==> src/rtl/seq_pkg.sv <==
// Shared types and default widths for the serial sequence stage and its consumers.
package seq_pkg;

    typedef enum logic [1:0] {
        IDLE = 2'd0,
        RUN  = 2'd1,
        DONE = 2'd2
    } seq_state_t;

    localparam int PAT_W_DEF     = 3;
    localparam int FRAME_LEN_DEF = 16;
    localparam int CNT_W_DEF     = 5;

    // Bits needed to hold the values 0..max_val.
    function automatic int cnt_bits(input int max_val);
        return $clog2(max_val + 1);
    endfunction

endpackage

==> src/rtl/seq_shift_win.sv <==
// Sliding PAT_W-bit window over the valid serial bits; flags a hit when the
// window (including the bit being shifted in) is full and equals the pattern.
module seq_shift_win
    import seq_pkg::*;
#(
    parameter int PAT_W = PAT_W_DEF
) (
    input  logic             clk_i,
    input  logic             rst_i,
    input  logic             clr_i,
    input  logic             shift_i,
    input  logic             bit_i,
    input  logic [PAT_W-1:0] pat_i,
    output logic             hit_o
);

    localparam int FILL_W = cnt_bits(PAT_W);
    localparam logic [FILL_W-1:0] FILL_MAX = FILL_W'(PAT_W);
    localparam logic [FILL_W-1:0] FILL_THR = FILL_W'(PAT_W - 1);

    // Only the older PAT_W-1 bits need storing; the newest bit is bit_i itself.
    logic [PAT_W-2:0]  sr_q, sr_d;
    logic [FILL_W-1:0] fill_q, fill_d;
    logic [PAT_W-1:0]  win;

    assign win = {sr_q, bit_i};

    always_comb begin
        sr_d   = sr_q;
        fill_d = fill_q;
        if (clr_i) begin
            sr_d   = '0;
            fill_d = '0;
        end else if (shift_i) begin
            sr_d = win[PAT_W-2:0];
            if (fill_q != FILL_MAX) begin
                fill_d = fill_q + FILL_W'(1);
            end
        end
    end

    always_ff @(posedge clk_i) begin
        if (rst_i) begin
            sr_q   <= '0;
            fill_q <= '0;
        end else begin
            sr_q   <= sr_d;
            fill_q <= fill_d;
        end
    end

    assign hit_o = shift_i && (fill_q >= FILL_THR) && (win == pat_i);

endmodule

==> src/rtl/seq_match_counter.sv <==
// Counts overlapping pattern hits over one frame of FRAME_LEN valid serial bits.
//  state | meaning
//  IDLE  | waiting for start; count holds last frame's total
//  RUN   | accepting valid bits, pulsing match on each hit
//  DONE  | one-cycle frame-complete pulse, then back to IDLE
module seq_match_counter
    import seq_pkg::*;
#(
    parameter int PAT_W     = PAT_W_DEF,
    parameter int FRAME_LEN = FRAME_LEN_DEF,
    parameter int CNT_W     = CNT_W_DEF
) (
    input  logic             clk_i,
    input  logic             rst_i,
    input  logic             start_i,
    input  logic             bit_in_i,
    input  logic             bit_vld_i,
    input  logic [PAT_W-1:0] pattern_i,
    output logic             match_o,
    output logic [CNT_W-1:0] count_o,
    output logic             busy_o,
    output logic             done_o
);

    localparam int NB_W = cnt_bits(FRAME_LEN);
    localparam logic [NB_W-1:0] LAST_BIT = NB_W'(FRAME_LEN - 1);

    seq_state_t       state_q, state_d;
    logic [NB_W-1:0]  nbits_q, nbits_d;
    logic [CNT_W-1:0] count_q, count_d;
    logic [PAT_W-1:0] pat_q, pat_d;
    logic             match_q, match_d;
    logic             accept, shift, hit;

    assign accept = (state_q == IDLE) && start_i;
    assign shift  = (state_q == RUN) && bit_vld_i;

    seq_shift_win #(
        .PAT_W (PAT_W)
    ) u_win (
        .clk_i   (clk_i),
        .rst_i   (rst_i),
        .clr_i   (accept),
        .shift_i (shift),
        .bit_i   (bit_in_i),
        .pat_i   (pat_q),
        .hit_o   (hit)
    );

    always_comb begin
        state_d = state_q;
        nbits_d = nbits_q;
        count_d = count_q;
        pat_d   = pat_q;
        match_d = 1'b0;
        case (state_q)
            IDLE: begin
                if (start_i) begin
                    state_d = RUN;
                    pat_d   = pattern_i;
                    count_d = '0;
                    nbits_d = '0;
                end
            end
            RUN: begin
                if (bit_vld_i) begin
                    nbits_d = nbits_q + NB_W'(1);
                    if (hit) begin
                        match_d = 1'b1;
                        if (count_q != {CNT_W{1'b1}}) begin
                            count_d = count_q + CNT_W'(1);
                        end
                    end
                    if (nbits_q == LAST_BIT) begin
                        state_d = DONE;
                    end
                end
            end
            DONE:    state_d = IDLE;
            default: state_d = IDLE;
        endcase
    end

    always_ff @(posedge clk_i) begin
        if (rst_i) begin
            state_q <= IDLE;
            nbits_q <= '0;
            count_q <= '0;
            pat_q   <= '0;
            match_q <= 1'b0;
        end else begin
            state_q <= state_d;
            nbits_q <= nbits_d;
            count_q <= count_d;
            pat_q   <= pat_d;
            match_q <= match_d;
        end
    end

    assign match_o = match_q;
    assign count_o = count_q;
    assign busy_o  = (state_q == RUN);
    assign done_o  = (state_q == DONE);

endmodule
==> config.mk <==
export PLATFORM = sky130hd
export DESIGN_NAME = seq_match_counter
export DESIGN_NICKNAME = d
export VERILOG_FILES = /design/src/rtl/seq_pkg.sv /design/src/rtl/seq_shift_win.sv /design/src/rtl/seq_match_counter.sv
export SDC_FILE = /design/constraint.sdc
export NUM_CORES = 1
export LEC_CHECK = 0
export ABC_AREA = 1
export BUFFER_PORTS_ARGS = -buffer_cell sky130_fd_sc_hd__buf_4
export CAP_MARGIN = 40
export CORE_ASPECT_RATIO = 0.8
export CORE_MARGIN = 2
export CORE_UTILIZATION = 40
export DETAILED_ROUTE_END_ITERATION = 10
export MAX_ROUTING_LAYER = met4
export PLACE_DENSITY = 0.72
export SLEW_MARGIN = 20
export SYNTH_ARGS = -nofsm -noshare
export SYNTH_HDL_FRONTEND = slang
export SYNTH_HIERARCHICAL = 1
export SYNTH_SLANG_ARGS = --single-unit
==> constraint.sdc <==
create_clock -name clk_i -period 1.39 [get_ports clk_i]
set_input_delay 0 -clock clk_i [delete_from_list [all_inputs] [get_ports clk_i]]
set_output_delay 0 -clock clk_i [all_outputs]
set_load 0.005 [all_outputs]
==> results of run 1 <==
==> cell usage in the layout, fill, tap and decap left out, types with 2 or more instances in the layout <==
| cell | instances |
|---|---|
| dfxtp_1 | 12 |
| ha_1 | 3 |
| o21ai_1 | 2 |
| buf_6 | 2 |
| a21oi_1 | 6 |
| nor2_4 | 3 |
| ha_4 | 2 |
| nand3_1 | 9 |
| clkbuf_4 | 3 |
| nor2_2 | 5 |
| o21ai_0 | 6 |
| nand2_2 | 4 |
| inv_2 | 4 |
| inv_1 | 11 |
| nand2_1 | 23 |
| dlygate4sd3_1 | 6 |
| buf_4 | 32 |
| dfxtp_2 | 8 |
| inv_4 | 3 |
| nor2_1 | 18 |
| xnor2_1 | 2 |
==> per-layer routing <==
| metal | up-vias | part of all wire, % | GRT usage [%] |
|---|---|---|---|
| li1 | 521 | - | - |
| met1 | 467 | 43 | 20.8 |
| met2 | 23 | 53 | 31.2 |
| met3 | 6 | 3.5 | 5.31 |
| met4 | 0 | 1.0 | 2.59 |
| met5 | - | 0 | - |
==> power groups by stage <==
stage	registers (mW)	clock network [mW]	logic [mW]
finish	0.610	0.279	0.205
detailed placement	0.621	0	0.171
global placement	0.619	0	0.166
floorplan	0.620	0	0.102
global route	0.613	0.295	0.228
CTS	0.607	0.279	0.188
==> critical path, stage by stage, from the launching register on <==
cell and delay (ps):
dfxtp_2 350, inv_2 70, nand3_4 90, inv_4 70, inv_4 30, nor2_2 80
nand2_1 60, nor2_2 120, nand2_2 110, buf_6 140, nor2_4 110, o21ai_2 70
a21oi_2 100
==> cell type report <==
| type | count | area [um2] |
|---|---|---|
| clock buffers | 3 | 22.5 |
| fillers | 213 | 936 |
| inverters | 19 | 78.8 |
| multi-input cells | 96 | 607 |
| flip-flops and latches | 20 | 410 |
| well taps | 36 | 45.0 |
| repair buffers | 40 | 323 |
==> sequential cells by signal, summed over array words and instances, names as in the netlist <==
register	cells
count_o	5
match_o	1
nbits_q	5
pat_q	3
state_q	2
u_win/fill_q	2
u_win/sr_q	2
==> how the worst max path moves through the flow <==
| stage | startpoint | end | slack, ps |
|---|---|---|---|
| after floorplan | state_q[1] | count_o[3] | 10 |
| after detailed placement | count_o[0] | count_o[2] | -60 |
| final | state_q[1] | count_o[0] | -50 |
| after global routing | state_q[1] | count_o[3] | -180 |
| after CTS | u_win/fill_q[0] | count_o[2] | 2 |
| after global placement | count_o[0] | count_o[2] | -20 |
==> logic make-up after synthesis <==
| family | share of synthesized area, % |
|---|---|
| compound gates | 10.2 |
| xor+xnor | 1.74 |
| fa+ha+maj | 7.43 |
| buf+inv | 7.31 |
| flops | 39.7 |
| simple gates | 33.7 |
==> repair_timing <==
action	4_1_cts	5_1_grt
setup endpoints to repair	5	7
setup buffers	4	4
gates resized for setup	8	20
hold buffers	6	0
pin swaps	4	6
cloned	0	0
endpoints found under the hold margin	7	0
==> qor.csv, run 1 <==
metric,value,unit
status,finished with violations,
violated checks,setup timing,
vias per cell,4.75,
Leak,0.667,nW
Layout area overhead,47.2,%
Clock Pin Slew Worst Setup and Hold Paths,110,ps
commonest cells in the netlist,"nand2_1 (25), nor2_1 (23), dfxtp_1 (20)",
design area,1490,um2
actual slew at the worst max-slew pin,279,ps
Post-Place Worst Slack,-58.2,ps
total clock buffers created by CTS,3,
sequential share of power,55.7,%
cell internal pwr,786,uW
I/O pin total,16,
Final Cycle Share,103,%
combinational share of power,18.7,%
Die Height,48.9,um
first-pass GRT wire length,3.94,mm
Post-synth EDFFs,0,
Clock Skew,4.58,ps
Final Max Slew Viols,0,
main flop type after synthesis,dfxtp_1,
min Tclk post-route,1440,ps
Sw Ratio,28.1,%
Vias,1017,
Detailed Routing Iterations Pass 1,4,
Routed Antenna Nets,0,
TritonCTS clock tree,done,
clk buf depth,2,
post-synthesis sequential area ratio,39.7,%
total track usage,18.0,%
largest net degree at the start of global routing,11,
vias in the first global route,967,
final setup violation count,5,
crit-path max FO,3,
worst r2r path cells,12,
post-synthesis cell type count,26,
RSZ-0062 raised after global routing,true,
clk_lat worst skew,300,ps
DR iter-0 viols,36,
Clock power frac,25.5,%
CP startpoint kind,flop,
Worst R2R Setup Slack,-50,ps
buffers added on ports,15,
maximum clock frequency,697,MHz
"Core Util, Final",61.4,%
worst setup margin,-45.5,ps
GP Congestion,0.777,
setup TNS,-152,ps
placed cell area,1260,um2
"Avg Cell Area, Syn",7.48,um2
WL per Instance,12.5,um
Die Wd,60.2,um
Yosys top cell area share,39.7,%
worst hold-check path type,in -> reg,
share of cells above drive strength 1,41.6,%
r2r endpoint,count_o[0],
Hold Path End,state_q[0],
VDD IR max,653,uV
placed cell count,197,
nets,194,
top-count cell post-synth,nand2_1,
diode count,0,
Final Instance Count excl. Fillers,214,
routed wire length,2.68,mm
switching power,307,uW
initial antenna violation count,0,
Initial Utilization,41.7,%
ys async rst share,0,%
Root Driver,clkbuf_4,
"Req. time, crit path",1630,ps
Die ar.,2940,um2
clk sinks,20,
global route overflow,0,
Post-Synthesis Cell Area,1010,um2
hold_sp,start_i,
Hold Worst Slack,66.1,ps
max_slew headroom,81.2,%
Crit path arrival time,1680,ps
Final Hold Viols,0,
Max Cap Violations,0,
"area leader, netlist",dfxtp_1,
dpl hpwl,1.71,mm
drt drc,0,
Worst Setup End Kind,flop,
FP Rows,16,
synthesized net count,149,
post-synthesis register bit count,20,
core area,2420,um2
H-Tree Depth,1,
PwrDens,736,nW/um2
Ys Warns,6,
Post-Syn Instances,135,
kind of critical path,reg -> reg,
hold depth,3,
RR Startpoint,state_q[1],
total power,1.09,mW
Area contributors post-synth,"dfxtp_1 (40%), nand2_1 (9.3%), nor2_1 (8.6%)",
(Power assumes the default switching activity.)
==> run 2: changes to the inputs <==
- SKIP_CTS_REPAIR_TIMING: not set -> 1
==> run 2 against run 1 <==
Net effect: the flow finishes with violations (hold timing, setup timing); clock power shrank 3%; utilization is 3.5 points lower; sequential power about the same; cell count decreased by 4.2%; die area stayed put; routed wire length down 12%.
==> qor.csv, run 2 (synthesis results as in run 1) <==
metric,value,unit
TritonCTS clock tree,done,
Vias,959,
Routed Antenna Nets,0,
Max Cap Violations,0,
Die Height,48.9,um
clk_lat worst skew,300,ps
WL per Instance,11.5,um
Fillers,223,
Hold Worst Slack,-30.2,ps
worst setup margin,-72.7,ps
RR Startpoint,u_win/fill_q[0],
clk sinks,20,
actual slew at the worst max-slew pin,272,ps
Detailed Routing Iterations Pass 1,4,
Layout area overhead,38.9,%
min Tclk post-route,1460,ps
"commonest non-fill, non-tap cell in the layout",buf_4,
status,finished with violations,
maximum clock frequency,684,MHz
design area,1400,um2
violated checks,"hold timing, setup timing",
Crit path arrival time,1660,ps
total track usage,17.1,%
largest net degree at the start of global routing,11,
vias in the first global route,915,
total clock buffers created by CTS,3,
global route overflow,0,
routed wire length,2.36,mm
VDD IR max,651,uV
Root Driver,clkbuf_4,
Reg area,410,um2
hold_sp,pattern_i[1],
Final Cycle Share,105,%
final setup violation count,3,
placed cell area,1260,um2
max_slew headroom,81.7,%
FP Rows,16,
GP Congestion,0.777,
Final Max Slew Viols,0,
hold depth,3,
Hold Path End,pat_q[1],
Die Wd,60.2,um
Worst R2R Setup Slack,-70,ps
placed cell count,197,
H-Tree Depth,1,
Initial Utilization,41.7,%
crit-path max FO,4,
multi-input logic area,603,um2
core area,2420,um2
clk buf depth,2,
total power,1.07,mW
RSZ-0062 raised after global routing,true,
Clock Skew,4.41,ps
CP startpoint kind,flop,
Post-Place Worst Slack,-58.2,ps
buffers added on ports,15,
r2r endpoint,count_o[0],
vias per cell,4.68,
dpl hpwl,1.71,mm
share of cells above drive strength 1,37.3,%
Worst Setup End Kind,flop,
"Req. time, crit path",1590,ps
Final Instance Count excl. Fillers,205,
Leak,0.630,nW
diode count,0,
initial antenna violation count,0,
Die ar.,2940,um2
nets,185,
worst hold-check path type,in -> reg,
Clock Pin Slew Worst Setup and Hold Paths,110,ps
kind of critical path,reg -> reg,
I/O pin total,16,
PwrDens,766,nW/um2
most frequent cells in the layout,"buf_4 (27), nand2_1 (23), nor2_1 (19), inv_1 (12), dfxtp_1 (12)",
DR iter-0 viols,23,
worst r2r path cells,10,
Final Hold Viols,2,
drt drc,0,
first-pass GRT wire length,3.75,mm
run 2: area by class of cell:
cell class              instances  share of cell area [%]
multi-input cells              96                    43.0
flip-flops and latches         20                    29.3
repair buffers                 31                    17.3
inverters                      19                    5.62
well taps                      36                    3.21
clock buffers                   3                    1.61
run 2: stage by stage:
step                      utilization (%)  setup TNS [ps]  hold WS (ps)
after CTS                            52.8            -291         -50.9
final                                57.9            -182         -30.2
after global placement               51.9           -45.4           248
after global routing                 57.9            -608          4.14
after detailed placement             51.9            -146           254
after floorplan                         -               0          61.7
run 2: worst max-delay path by stage:
stage	start	to	slack, ps	cells after the start
after floorplan	state_q[1]	count_o[3]	10	12
after global placement	count_o[0]	count_o[2]	-20	11
after detailed placement	count_o[0]	count_o[2]	-60	11
after CTS	count_o[0]	count_o[2]	-90	11
after global routing	state_q[1]	count_o[3]	-180	12
final	u_win/fill_q[0]	count_o[0]	-70	10
run 2: critical path, cell delays in order, from the launching register on:
cell     delay (ps)
dfxtp_2         340
inv_2            60
ha_4            130
nor2_2           40
nor2_2          110
nand2_1          70
nor2_2          150
nand2_4          90
o21ai_4         200
buf_4           140
a21oi_2          40
run 2: power breakdown:
group,switching (mW),internal (mW)
sequential,0.0157,0.593
combinational,0.108,0.0864
clock,0.169,0.101
total,0.293,0.781
run 2: layer usage:
metal,track usage [%],routed length (um)
met2,28.6,1240
met4,1.85,20
met3,4.77,67
met1,21.1,1030
met5,-,0
